## config.mk

```make
export PLATFORM = sky130hd
export DESIGN_NAME = cam_lookup_ctrl_flat
export DESIGN_NICKNAME = d
export VERILOG_FILES = /design/src/rtl/cam_pkg.sv /design/src/rtl/cam_lookup_ctrl_if.sv /design/src/rtl/cam_alloc_ptr.sv /design/src/rtl/cam_lookup_ctrl.sv /design/src/flat_wrapper.sv
export SDC_FILE = /design/constraint.sdc
export NUM_CORES = 1
export LEC_CHECK = 0
export ABC_AREA = 1
export CORE_MARGIN = 8
export CORE_UTILIZATION = 25
export CTS_CLUSTER_DIAMETER = 150
export CTS_CLUSTER_SIZE = 24
export DETAILED_ROUTE_END_ITERATION = 8
export SYNTH_ARGS = -nofsm -noshare
export SYNTH_HDL_FRONTEND = slang
export SYNTH_SLANG_ARGS = --single-unit
```

## constraint.sdc

```tcl
create_clock -name clk_i -period 5.06 [get_ports clk_i]
set_input_delay 1.012 -clock clk_i [delete_from_list [all_inputs] [get_ports clk_i]]
set_output_delay 1.012 -clock clk_i [all_outputs]
set_load 0.05 [all_outputs]
```

## src/rtl/cam_pkg.sv

```systemverilog
// Shared widths, FSM state encoding and response record for the CAM lookup controller.
package cam_pkg;
    localparam int DATA_W = 32;
    localparam int DEPTH  = 32;
    localparam int IDX_W  = $clog2(DEPTH);

    typedef enum logic [2:0] {
        IDLE,
        SRCH,
        WAIT,
        WR,
        RESP
    } cam_ctrl_state_e;

    typedef struct packed {
        logic             hit;
        logic             full;
        logic [IDX_W-1:0] index;
    } cam_rsp_t;
endpackage

```

## src/rtl/cam_lookup_ctrl_if.sv

```systemverilog
// Client-side request/response handshake of the CAM lookup controller.
interface cam_lookup_ctrl_if;
    import cam_pkg::*;

    logic              req_valid_i;
    logic              req_ready_o;
    logic [DATA_W-1:0] req_data_i;
    logic              req_insert_i;
    logic              rsp_valid_o;
    logic              rsp_ready_i;
    logic              rsp_hit_o;
    logic [IDX_W-1:0]  rsp_index_o;
    logic              rsp_full_o;

    modport master (
        output req_valid_i, req_data_i, req_insert_i, rsp_ready_i,
        input  req_ready_o, rsp_valid_o, rsp_hit_o, rsp_index_o, rsp_full_o
    );

    modport slave (
        input  req_valid_i, req_data_i, req_insert_i, rsp_ready_i,
        output req_ready_o, rsp_valid_o, rsp_hit_o, rsp_index_o, rsp_full_o
    );
endinterface

```

## src/rtl/cam_alloc_ptr.sv

```systemverilog
// Round-robin allocation pointer plus saturating fill count for the CAM rows.
module cam_alloc_ptr
    import cam_pkg::*;
(
    input  logic             clk_i,
    input  logic             rst_i,
    input  logic             advance,
    output logic [IDX_W-1:0] alloc_ptr,
    output logic [IDX_W:0]   fill_cnt,
    output logic             full
);
    logic [IDX_W-1:0] alloc_ptr_reg;
    logic [IDX_W:0]   fill_cnt_reg;

    assign full      = (fill_cnt_reg == (IDX_W+1)'(DEPTH));
    assign alloc_ptr = alloc_ptr_reg;
    assign fill_cnt  = fill_cnt_reg;

    always_ff @(posedge clk_i or posedge rst_i) begin
        if (rst_i) begin
            alloc_ptr_reg <= '0;
            fill_cnt_reg  <= '0;
        end else if (advance) begin
            alloc_ptr_reg <= (alloc_ptr_reg == IDX_W'(DEPTH-1)) ? '0
                                                                 : alloc_ptr_reg + IDX_W'(1);
            // Once full, replacement writes keep the count pinned at DEPTH.
            if (!full)
                fill_cnt_reg <= fill_cnt_reg + (IDX_W+1)'(1);
        end
    end
endmodule

```

## src/rtl/cam_lookup_ctrl.sv

```systemverilog
// Sequences CAM search/write for lookup and insert requests.
// Define CAM_LOOKUP_REPLACE_EN to overwrite the oldest row on an insert miss when full.
module cam_lookup_ctrl
    import cam_pkg::*;
#(
    parameter int SEARCH_LAT = 1
) (
    input  logic                clk_i,
    input  logic                rst_i,
    cam_lookup_ctrl_if.slave    req_if,
    output logic                cam_write_enable_o,
    output logic [IDX_W-1:0]    cam_write_index_o,
    output logic [DATA_W-1:0]   cam_write_data_o,
    output logic                cam_search_enable_o,
    output logic [DATA_W-1:0]   cam_search_data_o,
    input  logic                cam_search_valid_i,
    input  logic [IDX_W-1:0]    cam_search_index_i
);
    localparam int WAIT_W = (SEARCH_LAT > 1) ? $clog2(SEARCH_LAT) : 1;

    cam_ctrl_state_e   state_reg, state_next;
    logic [DATA_W-1:0] key_reg;
    logic              insert_reg;
    logic [WAIT_W-1:0] wait_cnt_reg;
    cam_rsp_t          rsp_reg;
    logic              wait_last;
    logic              advance;
    logic [IDX_W-1:0]  alloc_ptr;
    logic [IDX_W:0]    fill_cnt;
    logic              full;

    assign wait_last = (wait_cnt_reg == WAIT_W'(SEARCH_LAT-1));
    assign advance   = (state_reg == WR);

    cam_alloc_ptr u_alloc (
        .clk_i     (clk_i),
        .rst_i     (rst_i),
        .advance   (advance),
        .alloc_ptr (alloc_ptr),
        .fill_cnt  (fill_cnt),
        .full      (full)
    );

    always_ff @(posedge clk_i or posedge rst_i) begin
        if (rst_i)
            state_reg <= IDLE;
        else
            state_reg <= state_next;
    end

    always_comb begin
        state_next = state_reg;
        case (state_reg)
            IDLE: if (req_if.req_valid_i) state_next = SRCH;
            SRCH: state_next = WAIT;
            WAIT: begin
                if (wait_last) begin
                    if (cam_search_valid_i || !insert_reg)
                        state_next = RESP;
                    else if (!full)
                        state_next = WR;
                    else
`ifdef CAM_LOOKUP_REPLACE_EN
                        state_next = WR;
`else
                        state_next = RESP;
`endif
                end
            end
            WR:      state_next = RESP;
            RESP:    if (req_if.rsp_ready_i) state_next = IDLE;
            default: state_next = IDLE;
        endcase
    end

    always_comb begin
        req_if.req_ready_o  = (state_reg == IDLE);
        req_if.rsp_valid_o  = (state_reg == RESP);
        req_if.rsp_hit_o    = rsp_reg.hit;
        req_if.rsp_full_o   = rsp_reg.full;
        req_if.rsp_index_o  = rsp_reg.index;
        cam_search_enable_o = (state_reg == SRCH);
        cam_search_data_o   = (state_reg == SRCH || state_reg == WAIT) ? key_reg : '0;
        cam_write_enable_o  = (state_reg == WR);
        cam_write_index_o   = (state_reg == WR) ? alloc_ptr : '0;
        cam_write_data_o    = (state_reg == WR) ? key_reg : '0;
    end

    always_ff @(posedge clk_i or posedge rst_i) begin
        if (rst_i) begin
            key_reg      <= '0;
            insert_reg   <= 1'b0;
            wait_cnt_reg <= '0;
            rsp_reg      <= '0;
        end else begin
            case (state_reg)
                IDLE: begin
                    if (req_if.req_valid_i) begin
                        key_reg    <= req_if.req_data_i;
                        insert_reg <= req_if.req_insert_i;
                    end
                end
                WAIT: begin
                    wait_cnt_reg <= wait_last ? '0 : wait_cnt_reg + WAIT_W'(1);
                    if (wait_last) begin
                        rsp_reg <= '0;
                        if (cam_search_valid_i) begin
                            rsp_reg.hit   <= 1'b1;
                            rsp_reg.index <= cam_search_index_i;
                        end
`ifndef CAM_LOOKUP_REPLACE_EN
                        else if (insert_reg && full)
                            rsp_reg.full <= 1'b1;
`endif
                    end
                end
                // Report the row being written, i.e. the pointer before it advances.
                WR:      rsp_reg.index <= alloc_ptr;
                default: ;
            endcase
        end
    end

    logic unused_fill;
    assign unused_fill = ^fill_cnt;
endmodule

```

## src/flat_wrapper.sv

```systemverilog
// flat-port wrapper written by rule: the top's interface ports become plain ports
module cam_lookup_ctrl_flat import cam_pkg::*;
#(
    parameter int SEARCH_LAT = 1
)
  (clk_i, rst_i, cam_write_enable_o, cam_write_index_o, cam_write_data_o, cam_search_enable_o, cam_search_data_o, cam_search_valid_i, cam_search_index_i, req_if_req_valid_i, req_if_req_data_i, req_if_req_insert_i, req_if_rsp_ready_i, req_if_req_ready_o, req_if_rsp_valid_o, req_if_rsp_hit_o, req_if_rsp_index_o, req_if_rsp_full_o);
  cam_lookup_ctrl_if req_if_i ();
  input  logic clk_i;
  input  logic rst_i;
  output logic cam_write_enable_o;
  output logic [IDX_W-1:0] cam_write_index_o;
  output logic [DATA_W-1:0] cam_write_data_o;
  output logic cam_search_enable_o;
  output logic [DATA_W-1:0] cam_search_data_o;
  input  logic cam_search_valid_i;
  input  logic [IDX_W-1:0] cam_search_index_i;
  input wire logic [$bits(req_if_i.req_valid_i)-1:0] req_if_req_valid_i;
  input wire logic [$bits(req_if_i.req_data_i)-1:0] req_if_req_data_i;
  input wire logic [$bits(req_if_i.req_insert_i)-1:0] req_if_req_insert_i;
  input wire logic [$bits(req_if_i.rsp_ready_i)-1:0] req_if_rsp_ready_i;
  output wire logic [$bits(req_if_i.req_ready_o)-1:0] req_if_req_ready_o;
  output wire logic [$bits(req_if_i.rsp_valid_o)-1:0] req_if_rsp_valid_o;
  output wire logic [$bits(req_if_i.rsp_hit_o)-1:0] req_if_rsp_hit_o;
  output wire logic [$bits(req_if_i.rsp_index_o)-1:0] req_if_rsp_index_o;
  output wire logic [$bits(req_if_i.rsp_full_o)-1:0] req_if_rsp_full_o;
  assign req_if_i.req_valid_i = req_if_req_valid_i;
  assign req_if_i.req_data_i = req_if_req_data_i;
  assign req_if_i.req_insert_i = req_if_req_insert_i;
  assign req_if_i.rsp_ready_i = req_if_rsp_ready_i;
  assign req_if_req_ready_o = req_if_i.req_ready_o;
  assign req_if_rsp_valid_o = req_if_i.rsp_valid_o;
  assign req_if_rsp_hit_o = req_if_i.rsp_hit_o;
  assign req_if_rsp_index_o = req_if_i.rsp_index_o;
  assign req_if_rsp_full_o = req_if_i.rsp_full_o;
  cam_lookup_ctrl #(.SEARCH_LAT(SEARCH_LAT)) u_core (.clk_i(clk_i), .rst_i(rst_i), .req_if(req_if_i), .cam_write_enable_o(cam_write_enable_o), .cam_write_index_o(cam_write_index_o), .cam_write_data_o(cam_write_data_o), .cam_search_enable_o(cam_search_enable_o), .cam_search_data_o(cam_search_data_o), .cam_search_valid_i(cam_search_valid_i), .cam_search_index_i(cam_search_index_i));
endmodule
```

==> summary.md <==
| Metric | Value |
|---|---|
| Routability cong. | 0.772 |
| Detail Placement HPWL | ~6.0 mm |
| Lkg Pwr | 1.99 nW |
| Period utilization | 0.745 |
| Synth Area in Simple Gates | 0.272 |
| Post-Synth XOR/XNOR Area | 0.0129 |
| PwrDens | 743 nW/µm² |
| Synth Area in Compound Gates | 0.0762 |
| Top-area cell type share of the netlist area | 0.499 |
| Antenna viol nets, final | 0 |
| First-pass detailed-route iteration total | 4 |
| Worst Hold Path Cells | 2 |
| Initial Utilization | 0.253 |
| IO Port Bufs | 122 |
| Sum Neg Setup Slack | 0 ns |
| Least-Margin Pin Slew | 1.10 ns |
| Nets@finish | 522 |
| Aggregate global routing overflow | 0 |
| H-tree levels | 2 |
| Worst vdd ir | 322 µV |
| Clk slew on worst S/H paths | 0.10 ns |
| WL/cell | 12.8 µm |
| Post-Syn Area | 2710 µm² |
| Crit Path Max Fanout | 32 |
| CTS Hold Bufs | 0 |
| Synthesis-to-layout area growth | 51.2% |
| Chip height | 120 µm |
| Worst Hold Class | reg2reg |
| Core Box Area | 10,700 µm² |
| Final cell count without fillers | 616 |
| ANT cells | 0 |
| Syn Inst Count | roughly 360 |
| Violation count after the first detailed-route iteration | 106 |
| Clock tree sinks | 54 |
| Share of cells above drive strength 1 | 0.0399 |
| TritonCTS buffer count | 5 |
| DP Cell Count | 608 |
| Post-Synth Adder-Cell Area | 0.0185 |
| Main combinational cell family by area after synthesis | simple AND/OR/NAND/NOR gates |
| Num ports | 123 |
| CP Class | reg2out |
| Vias in the first global route | approximately 2.6k |
| Worst-case reg-to-reg path depth | 7 |
| Row Count | 38 |
| Die span in x | approximately 120 µm |
| Max frequency | 0.265 GHz |
| Most frequent cells in the layout | 122 x clkdlybuf4s50_1, 109 x nor2_1, 57 x nand2_1 |
| Syn_nets | 405 |
| Syn avg cell area | 7.56 µm² |
| Commonest non-fill, non-tap cell in the layout | clkdlybuf4s50_1 |
| Max Cap Violations | 0 |
| Sw Share | 0.557 |
| WL final | 7.88 mm |
| Sequential fraction of the synthesis area | 0.499 |
| Layout Skew | about 0.0096 ns |
| Max reg flops | 32 |
| TritonCTS clock tree | built |
| Slew headroom | 0.262 |
| Final core utilization | 0.383 |
| Final hold vios | 0 |
| Crit path DAT | 2.76 ns |
| Int Power | 1.35 mW |
| Mux cell area share after synthesis | 0 |
| DR vias/cell | approximately 4.2 |
| # DRC | 0 |
| Clock Path Buffers | 2 |
| Post-synthesis cell type count | 21 |
| Initial antenna violation count | 0 |
| Flop pwr share | 0.231 |
| Status | finished, final reports clean |
| # fillers | 1,121 |
| Top cells by area, synth | dfrtp_1 50%, nor2_1 15%, nand2_1 7.9% |
| Clk network pwr share | 0.085 |
| CP endpoint kind | output port |
| First-pass GRT wire length | roughly 13 mm |
| NetSw | approximately 1.7 mW |
| Via count | ~2.6k |
| Setup bufs post-CTS | 0 |
| Seq cells post-synth | 54 |
| Root Driver | clkbuf_8 |
| Max-slew violations | 0 |
| YS warnings | 0 |
| Hold Worst Slack | 0.500 ns |
| Fin crit period | 3.77 ns |
| RSZ-0062 raised after global routing | false |
| Clock latency on the worst-skew pair | 0.30 ns |
| Ys flop type | dfrtp_1 |
| Die area | 14,400 µm² |
| Async SR Flop Fraction | 1.00 |
| Worst EP required | 4.05 ns |
| Post-synth EDFFs | 0 |
| Area leader, netlist | dfrtp_1 |
| Resized cells post-CTS | 0 |
| Gr usage total | 0.110 |
| Crit start category | flop |
| Gate power share | 0.684 |
| Pin count of the biggest net entering global routing | 66 |
| Finish-stage setup viols | 0 |
-- metrics by stage --
| step | total power, mW | area, µm² | worst slack, ns |
|---|---|---|---|
| after floorplan | 2.18 | 2710 | 2.46 |
| after global placement | 2.79 | 3990 | 1.63 |
| after detailed placement | 2.82 | 3990 | 1.57 |
| after CTS | 3.09 | 4090 | 1.22 |
| after global routing | 3.25 | 4090 | 0.975 |
| final | 3.04 | 4090 | 1.29 |
-- path summary, 6_finish.rpt --
check | startpoint | to | slack [ns]
setup / recovery | u_core.state_reg[0]$_DFFE_PP0P_ | cam_search_data_o[10] | 1.29
hold / removal | u_core.req_if.rsp_full_o$_DFFE_PP0P_ | u_core.req_if.rsp_full_o$_DFFE_PP0P_ | 0.50
setup reg to reg | u_core.state_reg[1]$_DFFE_PP0P_ | u_core.u_alloc.fill_cnt[4]$_DFFE_PP0P_ | 3.09
hold reg to reg | u_core.req_if.rsp_full_o$_DFFE_PP0P_ | u_core.req_if.rsp_full_o$_DFFE_PP0P_ | 0.50
max in group asynchronous | rst_i | u_core.key_reg[25]$_DFFE_PP0P_ | 3.38
min in group asynchronous | rst_i | u_core.req_if.rsp_index_o[2]$_DFFE_PP0P_ | 1.20
-- critical path: stages (launching register included) --
cell	delay [ns]
dfrtp_1	0.44
inv_2	0.06
nand3_1	0.19
nand2_1	0.07
inv_1	0.78
nor2_1	0.14
clkdlybuf4s50_1	0.76
-- power groups by stage --
stage / registers (mW) / clock network (mW) / logic, mW
floorplan: 0.763 / 0 / 1.42
global placement: 0.705 / 0 / 2.09
detailed placement: 0.709 / 0 / 2.11
CTS: 0.701 / 0.273 / 2.11
global route: 0.722 / 0.291 / 2.24
finish: 0.701 / 0.258 / 2.08
-- per-layer routing --
layer  vias up  part of all wire  global-route usage  routed length [µm]
met3         5             0.084              0.0418                 660
met2        79              0.45               0.180                3580
met1      1202              0.46               0.136                3600
li1       1308                 -                   -                   -
met5         -                 0                   0                   0
met4         0            0.0056              0.0250                  44
-- layout make-up --
type	count	area, µm²	share of cell area
tap	140	175	0.0428
sequential	54	1350	0.330
timing repair buffer	124	1240	0.302
clock inverter	2	16.3	0.00397
inverter	54	203	0.0495
multi-input combinational	236	1030	0.251
clock buffer	6	82.6	0.0202
-- cell families (layout without fill, tap and decap cells) --
logic type | after synthesis | after routing
adders and majority gates | 4 | 4
xor gates and xnor gates | 4 | 4
buffers and inverters | 68 | 186
AOI/OAI and AO/OA | 41 | 41
and+or+nand+nor | 187 | 187
DFF | 54 | 54
-- cells in the mapped netlist, drive strengths merged (3+ instances only) --
cell / number
ha: 4
nand2: 59
dfrtp: 54
nor2: 111
inv: 54
xnor2: 3
o21ai: 4
a21oi: 36
buf: 14
nand3: 14
Power figures use the tool's default switching activity.
